### config.mk
export PLATFORM = sky130hd
export DESIGN_NAME = nvram_ioctl_bridge
export DESIGN_NICKNAME = d
export VERILOG_FILES = /design/src/rtl/nvram_ioctl_bridge.sv
export SDC_FILE = /design/constraint.sdc
export NUM_CORES = 1
export LEC_CHECK = 0
export ABC_AREA = 0
export CORE_MARGIN = 2
export CORE_UTILIZATION = 50
export CTS_CLUSTER_DIAMETER = 30
export DETAILED_ROUTE_END_ITERATION = 8
export GPL_TIMING_DRIVEN = 0
export PLACE_DENSITY = 0.85
export SLEW_MARGIN = 40
export SYNTH_ARGS = -nofsm -noshare
export SYNTH_HDL_FRONTEND = slang
export SYNTH_SLANG_ARGS = --single-unit
### constraint.sdc
create_clock -name clk_sys -period 5.5 [get_ports clk_sys]
set_input_delay 1.1 -clock clk_sys [delete_from_list [all_inputs] [get_ports clk_sys]]
set_output_delay 1.1 -clock clk_sys [all_outputs]
set_load 0.02 [all_outputs]
### src/rtl/nvram_ioctl_bridge.sv
// Bridges data_io download/upload onto a RAM port shared with the game CPU.
// Downloads commit held bytes into RAM; uploads fetch the addressed byte into ioctl_din.
module nvram_ioctl_bridge #(
  parameter logic [7:0] INDEX = 8'd4,
  parameter int         AW    = 10,
  parameter int         SIZE  = 1024
) (
  input  logic          clk_sys,
  input  logic          reset,
  input  logic          ioctl_downl,
  input  logic          ioctl_upl,
  input  logic [7:0]    ioctl_index,
  input  logic          ioctl_wr,
  input  logic [24:0]   ioctl_addr,
  input  logic [7:0]    ioctl_dout,
  output logic [7:0]    ioctl_din,
  output logic [AW-1:0] ram_addr,
  output logic          ram_cs,
  output logic          ram_we,
  output logic [7:0]    ram_wdata,
  input  logic [7:0]    ram_rdata,
  input  logic          cpu_ram_busy,
  output logic          pause_req,
  output logic          busy,
  output logic          lost
);

  typedef enum logic [1:0] {IDLE, WR_WAIT, RD_WAIT, RD_DATA} state_t;

  state_t        state, state_nx;
  logic          sel, act_dl, act_ul, in_range, ul_req, slot;
  logic [AW-1:0] addr_h;
  logic [7:0]    data_h;
  logic [24:0]   last_addr;
  logic          ul_prev;

  // Download wins when both directions are requested at once.
  assign sel      = (ioctl_index == INDEX);
  assign act_dl   = ioctl_downl & sel;
  assign act_ul   = ioctl_upl & sel & ~act_dl;
  assign in_range = (ioctl_addr < 25'(SIZE));
  assign ul_req   = act_ul & (~ul_prev | (ioctl_addr != last_addr));
  // A strobe is only allowed when the CPU leaves the port free and we are not in reset.
  assign slot     = ~reset & ~cpu_ram_busy;
  assign busy     = (state != IDLE);

  always_comb begin
    state_nx  = state;
    ram_cs    = 1'b0;
    ram_we    = 1'b0;
    ram_addr  = '0;
    ram_wdata = '0;
    case (state)
      IDLE: begin
        if (act_dl & ioctl_wr & in_range)
          state_nx = WR_WAIT;
        else if (ul_req & in_range)
          state_nx = RD_WAIT;
      end
      WR_WAIT: begin
        if (slot) begin
          ram_cs    = 1'b1;
          ram_we    = 1'b1;
          ram_addr  = addr_h;
          ram_wdata = data_h;
          state_nx  = IDLE;
        end
      end
      RD_WAIT: begin
        if (slot) begin
          ram_cs   = 1'b1;
          ram_addr = addr_h;
          state_nx = RD_DATA;
        end
      end
      RD_DATA: state_nx = IDLE;
      default: state_nx = IDLE;
    endcase
  end

  always_ff @(posedge clk_sys) begin
    if (reset) begin
      state     <= IDLE;
      addr_h    <= '0;
      data_h    <= '0;
      ioctl_din <= '0;
      pause_req <= 1'b0;
      lost      <= 1'b0;
      last_addr <= '0;
      ul_prev   <= 1'b0;
    end else begin
      state   <= state_nx;
      ul_prev <= act_ul;

      if (act_dl | act_ul)
        pause_req <= 1'b1;
      else if (state == IDLE)
        pause_req <= 1'b0;

      if (state == IDLE) begin
        if (act_dl & ioctl_wr) begin
          if (in_range) begin
            addr_h <= ioctl_addr[AW-1:0];
            data_h <= ioctl_dout;
          end
        end else if (ul_req) begin
          last_addr <= ioctl_addr;
          if (in_range)
            addr_h <= ioctl_addr[AW-1:0];
          else
            ioctl_din <= 8'h00;
        end
      end else if (act_dl & ioctl_wr & in_range) begin
        // Only one byte can be held; a second one while busy is dropped.
        lost <= 1'b1;
      end

      if (state == RD_DATA)
        ioctl_din <= ram_rdata;
    end
  end

endmodule
==> impl_metrics.tcl, run 1 <==
set metrics [dict create \
    crit_required_ns 4.40 \
    finalHoldViolations 0 \
    die_y_um 78.1 \
    dp_slack_ns 1.59 \
    r2r_cells 6 \
    synthTopCellsByArea "dfxtp_1 41%, mux2i_1 9.1%, xnor2_1 8.0%" \
    antenna_found_initial 0 \
    min_path_cells 2 \
    post-route-util_pct 72.7 \
    io_buffers 84 \
    finalPower_uw 784 \
    finClkSkew_ns 0.00763 \
    grt_usage_pct 21.7 \
    start_util_pct 52.8 \
    io_pins 86 \
    cp.arrival_ns 2.85 \
    core_area_mm2 0.00520 \
    setup-tns-final_ns 0 \
    dieArea_mm2 0.00611 \
    clk_transition_reported_paths_ns 0.10 \
    cts-root-buf "clkbuf_8" \
    synth.most_common_cell "dfxtp_1" \
    clk_latency_ns 0.31 \
    die_x_um 78.1 \
    pwr_density_cell_mw_per_mm2 207 \
    crit_fanout 10 \
    yosysWarnings 0 \
    ys.flop_type "dfxtp_1" \
    avgSynthCellArea_um2 9.26 \
    vdd_drop_max_mv 0.144 \
    finalSetupViolations 0 \
    grt_first_pass_wirelength_mm 10.7 \
    fin_ws_ns 1.55 \
    grt_max_degree 17 \
    synth-edff-count 0 \
    first_global_vias 2406 \
    reg2reg_from "last_addr[18]" \
    cts_setup_buffers 0 \
    wl_mm 6.63 \
    start_kind "input pin" \
    r2r_end "ioctl_din[3]" \
    synth-async-reset-ratio_pct 0 \
    slew_headroom_pct 58.5 \
    drt_pass1_iterations 4 \
    grt_overflow 0 \
    end_kind "output pin" \
    syn_nets 357 \
    crit_type "in2out" \
    wl_per_cell_um 14.4 \
    rsz0062_at_grt "false" \
    viasPerCell 5.45 \
    cts_tree "built" \
    syn_area_mm2 0.00275 \
    cts_sinks 56 \
    yosysUniqueCellTypes 42 \
    drv_cap 0 \
    dp_hpwl_mm 5.15 \
    ys_ff_latch 56 \
    final_cells 459 \
    fin_nets 448 \
    drt_iter0_drc 97 \
    postSynthCellCount 297 \
    ant_nets 0 \
    std_cell_rows 26 \
    drive_gt1_share_pct 5.91 \
    slew_viol_final 0 \
    leakage_uw 0.00133 \
    holdPathEnd "data_h[6]" \
    cts_resized 0 \
    synth_top_area_cell "dfxtp_1" \
    max_freq_ghz 0.253 \
    status "completed" \
    holdBufCountCts 0 \
    holdCritPathClass "reg2reg" \
    htreeDepth 2 \
    finalCriticalPeriod_ns 3.95 \
    yosys-top-cells-count "56 x dfxtp_1, 32 x nor2_1, 25 x mux2i_1, 25 x xnor2_1" \
    antennaDiodeCount 0 \
    synth_seq_area_share_pct 40.8 \
    synth.top_cell.area_share_pct 40.8 \
    finalCritPeriodShare_pct 71.8 \
    r2r_slack_ns 3.34 \
    numPlacedInstances 451 \
    vias 2502 \
    syn_to_final_growth_pct 37.7 \
    worst_pin_slew_ns 0.620 \
    hold_start "data_h[6]" \
    clockBufferDepth 2 \
    gp_congestion 0.873 \
    numCtsBuffers 5 \
    drcViolationCount 0 \
]
routing by layer:
layer,part of all wire (%),vias up,track usage (%)
li1,-,1236,-
met1,43,1165,26.0
met2,50,84,39.1
met3,5.1,17,4.14
met4,1.6,0,7.19
met5,0,-,0
placed cells by master, fill, tap and decap left out, types with 12 or more instances in the layout:
master           Yosys  final
nand4_1             12     12
and3_1              18     18
xnor2_1             25     25
mux2i_1             25     25
nand2_1             21     21
clkdlybuf4s50_1      0     84
nor2_1              32     32
a21oi_1             21     21
dfxtp_1             56     56
area by class of cell:
type                    instances  area, um^2
inverters                       3        11.3
well taps                      70        87.6
clock inverters                 2        35.0
flip-flops and latches         56        1120
plain buffers                  17         114
fillers                       422        1420
clock buffers                   6        72.6
repair buffers                 84         841
multi-input cells             221        1500
worst max path at each step:
stage / depth (start not counted) / start / endpoint / slack, ns
finish: 5 / cpu_ram_busy / ram_wdata[2] / 1.55
global placement: 5 / cpu_ram_busy / ram_wdata[2] / 1.60
global route: 5 / cpu_ram_busy / ram_wdata[2] / 1.48
detailed placement: 5 / cpu_ram_busy / ram_wdata[2] / 1.59
floorplan: 4 / reset / ram_addr[0] / 2.50
CTS: 5 / cpu_ram_busy / ram_wdata[2] / 1.58
cells by family (layout without fill, tap and decap cells):
family | after synthesis | after routing | synth area share [%]
flip-flops | 56 | 56 | 40.8
adder cells (fa/ha/maj) | 5 | 5 | 2.28
XOR/XNOR | 25 | 25 | 7.97
AND/OR/NAND/NOR | 115 | 115 | 22.7
AO/OA/AOI/OAI | 50 | 50 | 12.2
buffers and inverters | 20 | 112 | 4.55
multiplexers | 26 | 26 | 9.51
critical path, cell delays in order:
cell,delay (ns)
clkdlybuf4s50_1,0.43
nor2_1,0.14
clkbuf_1,0.34
and3_1,0.23
clkdlybuf4s50_1,0.61
per-stage QoR:
step	cell area [um^2]	hold slack, ns
final	3780	0.451
after global routing	3780	0.473
after CTS	3780	0.454
after detailed placement	3680	0.440
after global placement	3680	0.434
after floorplan	2750	0.427
power by group:
group | switching (uW) | internal [uW] | total (uW) | leakage [uW]
registers | 1.35 | 407 | 408 | 0.000451
logic | 54.6 | 56.4 | 111 | 0.000824
clock network | 130 | 135 | 265 | 0.0000552
flip-flops by register name, summed over array words and instances, names as in the netlist:
register / count
last_addr: 25
state: 2
data_h: 8
lost: 1
ul_prev: 1
ioctl_din: 8
pause_req: 1
addr_h: 10
Note: power is estimated with default switching activity, not from simulation.
==> run 2, diff against run 1 <==
--- a/config.mk
+++ b/config.mk
@@ -7,11 +7,11 @@
 export LEC_CHECK = 0
 export ABC_AREA = 0
 export CORE_MARGIN = 2
-export CORE_UTILIZATION = 50
+export CORE_UTILIZATION = 42
 export CTS_CLUSTER_DIAMETER = 30
 export DETAILED_ROUTE_END_ITERATION = 8
 export GPL_TIMING_DRIVEN = 0
-export PLACE_DENSITY = 0.85
+export PLACE_DENSITY = 0.76
 export SLEW_MARGIN = 40
 export SYNTH_ARGS = -nofsm -noshare
 export SYNTH_HDL_FRONTEND = slang
==> constraint.sdc (replaced) <==
create_clock -name clk_sys -period 3.6 [get_ports clk_sys]
set_input_delay 0.72 -clock clk_sys [delete_from_list [all_inputs] [get_ports clk_sys]]
set_output_delay 0.72 -clock clk_sys [all_outputs]
set_load 0.02 [all_outputs]
==> run 2 against run 1 <==
Compared with the run above: largest power group unchanged; first-iteration DRC count unchanged; sequential cell count unchanged; core utilization down 13 points; sequential power grew 53%; highest routed layer unchanged; largest cell class unchanged; combinational power up 51%; cell count is 1.5% higher; critical endpoint is now ram_wdata[7]; critical path depth is the same; final area rose by 0.33%; non-clock buffer count stayed put; clock skew fell by 0.0037 ns; register-to-register slack lost 1.9 ns; via count down 4.1%.
==> impl_metrics.tcl, run 2 (same netlist as run 1, synthesis figures left out) <==
set metrics [dict create \
    status "completed" \
    grt_overflow 0 \
    antenna_found_initial 0 \
    grt_first_pass_wirelength_mm 11.0 \
    fin_nets 448 \
    start_kind "input pin" \
    finalCritPeriodShare_pct 87.5 \
    regMostFlops "last_addr" \
    finClkSkew_ns 0.00389 \
    clk_transition_reported_paths_ns 0.09 \
    slowest_delay_ns 0.60 \
    numCtsBuffers 5 \
    dp_hpwl_mm 5.11 \
    io_pins 86 \
    holdBufCountCts 0 \
    cp_num_buf_inv 3 \
    cts_setup_buffers 0 \
    die_y_um 84.9 \
    p_clk_share_pct 34.0 \
    crit_family "buffers and inverters" \
    crit_type "in2out" \
    finalHoldViolations 0 \
    viasPerCell 5.15 \
    finalCriticalPeriod_ns 3.15 \
    htreeDepth 2 \
    crit_required_ns 2.88 \
    dieArea_mm2 0.00721 \
    die_x_um 84.9 \
    reg2reg_from "last_addr[18]" \
    hold_slack_ns 0.451 \
    hold_start "data_h[4]" \
    core_area_mm2 0.00635 \
    drt_pass1_iterations 4 \
    swShare_pct 23.8 \
    rsz0062_at_grt "false" \
    largest_reg_flops 25 \
    clockBufferDepth 2 \
    drcViolationCount 0 \
    path_cells "clkdlybuf4s50_1 -> nor2_1 -> clkbuf_1 -> and3_1 -> clkdlybuf4s50_1" \
    combPwrFrac_pct 14.0 \
    vdd_drop_max_mv 0.210 \
    gp_congestion 0.861 \
    cts-root-buf "clkbuf_8" \
    drive_gt1_share_pct 6.17 \
    min_path_cells 2 \
    vias 2399 \
    drv_cap 0 \
    start_util_pct 43.3 \
    r2r_cells 6 \
    wl_per_cell_um 14.2 \
    post-route-util_pct 59.8 \
    cp.arrival_ns 2.43 \
    ant_nets 0 \
    largestRegisters "last_addr (25), addr_h (10)" \
    cts_tree "built" \
    first_global_vias 2369 \
    antennaDiodeCount 0 \
    io_buffers 84 \
    holdPathEnd "data_h[4]" \
    final_common_cell "clkdlybuf4s50_1" \
    std_cell_rows 29 \
    grt_max_degree 18 \
    worst_pin_slew_ns 0.636 \
    finalSetupViolations 0 \
    final_cell_mix "84 x clkdlybuf4s50_1, 56 x dfxtp_1, 32 x nor2_1, 25 x xnor2_1, 25 x mux2i_1" \
    max_freq_ghz 0.317 \
    power.switching_uw 286 \
    slew_viol_final 0 \
    wl_mm 6.60 \
    p_int_uw 914 \
    setup-tns-final_ns 0 \
    end_kind "output pin" \
    crit_path_frequent_cell "clkdlybuf4s50_1" \
    seq_power_share_pct 52.0 \
    leakage_uw 0.00133 \
    crit_fanout 10 \
    syn_to_final_growth_pct 38.1 \
    holdCritPathClass "reg2reg" \
    pwr_density_cell_mw_per_mm2 316 \
    cts_sinks 56 \
    grt_usage_pct 18.6 \
    slowest_stage "clkdlybuf4s50_1" \
    r2r_slack_ns 1.42 \
    slew_headroom_pct 57.3 \
    drt_iter0_drc 97 \
    r2r_end "ioctl_din[0]" \
    cts_resized 0 \
    clk_latency_ns 0.30 \
]
## run 2: changes by cell type in the layout (fill, tap and decap cells not counted), sizes merged
cell	before	now
clkbuf	13	12
clkinvlp	0	1
## run 2: through the flow
| step | power [uW] | instance area (um^2) | instances | worst slack (ns) |
|---|---|---|---|---|
| CTS | 1210 | 3800 | 466 | 0.451 |
| detailed placement | 806 | 3690 | 458 | 0.449 |
| floorplan | 710 | 2750 | 297 | 1.30 |
| finish | 1200 | 3800 | 466 | 0.449 |
| global route | 1250 | 3800 | 466 | 0.341 |
| global placement | 804 | 3690 | 458 | 0.466 |
## run 2: layout make-up
class / count / area (um^2)
clock buffers: 5 / 68.8
well taps: 77 / 96.3
repair buffers: 84 / 841
fillers: 555 / 2550
clock inverters: 3 / 42.5
flip-flops and latches: 56 / 1120
multi-input cells: 221 / 1500
plain buffers: 17 / 114
inverters: 3 / 11.3
## run 2: worst max-delay path by stage
stage,start,endpoint,slack (ns),cells past startpoint
finish,cpu_ram_busy,ram_wdata[7],0.45,5
global route,cpu_ram_busy,ram_addr[9],0.34,5
CTS,cpu_ram_busy,ram_addr[1],0.45,5
detailed placement,cpu_ram_busy,ram_addr[1],0.45,5
global placement,cpu_ram_busy,ram_addr[0],0.47,5
floorplan,ioctl_index[5],last_addr[17],1.30,7
## run 2: worst reg2reg max path, stage by stage, from the launching register on
cell	delay, ns
dfxtp_1	0.33
xnor2_1	0.25
nand4_1	0.13
nor3_1	0.55
a21oi_1	0.23
a211oi_4	0.43
a22o_1	0.21
## run 2: metal layers
metal | share of wire [%] | track usage (%) | wire [um]
met1 | 46 | 23.8 | 3060
met2 | 49 | 33.0 | 3260
met3 | 3.4 | 3.02 | 224
met4 | 0.83 | 4.18 | 55
met5 | 0 | 0 | 0
## run 2: power groups by stage
stage,clock network (uW),registers (uW),logic [uW]
2_1_floorplan,0,638,72.6
3_3_place_gp,0,638,166
3_5_place_dp,0,638,167
4_1_cts,420,624,168
5_1_grt,443,625,183
6_report,408,624,168
==> run 3, diff against run 2 <==
--- a/config.mk
+++ b/config.mk
@@ -5,12 +5,10 @@
 export SDC_FILE = /design/constraint.sdc
 export NUM_CORES = 1
 export LEC_CHECK = 0
-export ABC_AREA = 0
 export CORE_MARGIN = 2
 export CORE_UTILIZATION = 42
 export CTS_CLUSTER_DIAMETER = 30
 export DETAILED_ROUTE_END_ITERATION = 8
-export GPL_TIMING_DRIVEN = 0
 export PLACE_DENSITY = 0.76
 export SLEW_MARGIN = 40
 export SYNTH_ARGS = -nofsm -noshare
==> run 3 against run 2 <==
Compared with the run above: core utilization down 1.4 points; largest cell class unchanged; critical path type unchanged; via count down 0.13%; clock power down 13%; first-iteration DRC count down 18%; sequential power about the same; worst setup slack better by 0.16 ns.
==> impl_metrics.tcl, run 3 (same netlist as run 1, synthesis figures left out) <==
set metrics [dict create \
    core_area_mm2 0.00635 \
    cts_sinks 56 \
    start_kind "input pin" \
    holdCritPathClass "reg2reg" \
    numPlacedInstances 447 \
    gp_congestion 0.847 \
    drcViolationCount 0 \
    drt_iter0_drc 80 \
    start_util_pct 43.3 \
    dieArea_mm2 0.00721 \
    final_cell_mix "84 x clkdlybuf4s50_1, 56 x dfxtp_1, 32 x nor2_1, 25 x xnor2_1, 25 x mux2i_1" \
    cts_setup_buffers 0 \
    cts_resized 0 \
    drt_pass1_iterations 4 \
    first_global_vias 2305 \
    vias 2396 \
    rsz0062_at_grt "false" \
    crit_path_frequent_cell "clkdlybuf4s50_1" \
    fin_nets 437 \
    dp_slack_ns 0.600 \
    cp.arrival_ns 2.27 \
    die_x_um 84.9 \
    postPlaceCellArea_mm2 0.00361 \
    max_freq_ghz 0.335 \
    viasPerCell 5.27 \
    finalCriticalPeriod_ns 2.99 \
    largest_reg_flops 25 \
    final_cells 455 \
    slowest_stage "clkdlybuf4s50_1" \
    stdcell_area_mm2 0.00371 \
    final_common_cell "clkdlybuf4s50_1" \
    std_cell_rows 29 \
    slew_headroom_pct 59.8 \
    drive_gt1_share_pct 6.08 \
    io_buffers 85 \
    ant_nets 0 \
    grt_max_degree 54 \
    finClkSkew_ns 0.00863 \
    drv_cap 0 \
    grt_overflow 0 \
    crit_type "in2out" \
    largestRegisters "last_addr (25), addr_h (10)" \
    end_kind "output pin" \
    wl_mm 6.32 \
    syn_to_final_growth_pct 34.9 \
    die_y_um 84.9 \
    antenna_found_initial 0 \
    slowest_delay_ns 0.61 \
    status "completed" \
    clk_latency_ns 0.31 \
    io_pins 86 \
    pwr_density_cell_mw_per_mm2 309 \
    regMostFlops "last_addr" \
    dp_hpwl_mm 4.69 \
    holdBufCountCts 0 \
    crit_family "buffers and inverters" \
    crit_fanout 20 \
    fin_ws_ns 0.611 \
    setup-tns-final_ns 0 \
    path_cells "clkdlybuf4s50_1 -> nor2_1 -> buf_4 -> and3_1 -> clkdlybuf4s50_1" \
    cts_tree "built" \
    htreeDepth 2 \
    finalPower_uw 1140 \
    cp_num_buf_inv 3 \
    clockBufferDepth 2 \
    vdd_drop_max_mv 0.265 \
    finalSetupViolations 0 \
    numCtsBuffers 5 \
    grt_usage_pct 17.6 \
    cts-root-buf "clkbuf_8" \
    worst_pin_slew_ns 0.601 \
    finalHoldViolations 0 \
    antennaDiodeCount 0 \
    leakage_uw 0.00130 \
    crit_required_ns 2.88 \
    finalCritPeriodShare_pct 83.0 \
    wl_per_cell_um 13.9 \
    slew_viol_final 0 \
    grt_first_pass_wirelength_mm 10.4 \
    clk_transition_reported_paths_ns 0.09 \
]
==> run 3: cell types whose count changed in the layout (fill, tap and decap cells not counted) <==
cell,change
buf_4,+4
clkbuf_8,+1
clkinv_2,+1
buf_1,-3
buf_6,-3
clkbuf_1,-7
clkinvlp_4,-1
buf_8,-2
bufinv_16,-1
==> run 3: area by class of cell <==
cell class / count / area, um^2
Fill cell: 566 / 2640
Clock buffer: 6 / 82.6
Sequential cell: 56 / 1120
Clock inverter: 2 / 10.0
Inverter: 3 / 11.3
Tap cell: 77 / 96.3
Multi-Input combinational cell: 221 / 1500
Timing Repair Buffer: 90 / 883
==> run 3: layer usage <==
layer,global-route usage (%),vias to the layer above,part of all wire [%]
li1,-,1209,-
met1,21.5,1110,44
met2,30.4,66,50
met3,4.86,11,4.4
met4,5.34,0,1.6
met5,0,-,0
==> run 3: stage by stage <==
stage               hold slack, ns  utilization, %
floorplan                    0.427               -
global placement             0.434            56.9
detailed placement           0.440            56.9
CTS                          0.453            58.4
global route                 0.472            58.4
finish                       0.452            58.4
==> run 3: final timing paths <==
kind | start | end | slack (ns) | depth (start not counted)
worst max-delay path | cpu_ram_busy | ram_addr[6] | 0.61 | 5
worst min-delay path | data_h[6] | data_h[6] | 0.45 | 2
worst max register to register | last_addr[10] | addr_h[5] | 1.56 | 6
worst min register to register | data_h[6] | data_h[6] | 0.45 | 2
==> run 3: tightest hold or removal path, delay by kind of cell, from the launching register on <==
family	cells	cell delay [ns]
flops	1	0.32
simple gates	1	0.05
compound gates	1	0.05
==> run 3: where the power goes <==
part	leakage [uW]	total, uW	internal [uW]	switching [uW]
registers	0.000451	624	622	2.13
logic	0.000802	167	85.8	81.1
clock network	0.0000510	354	154	200
total	0.00130	1140	861	283
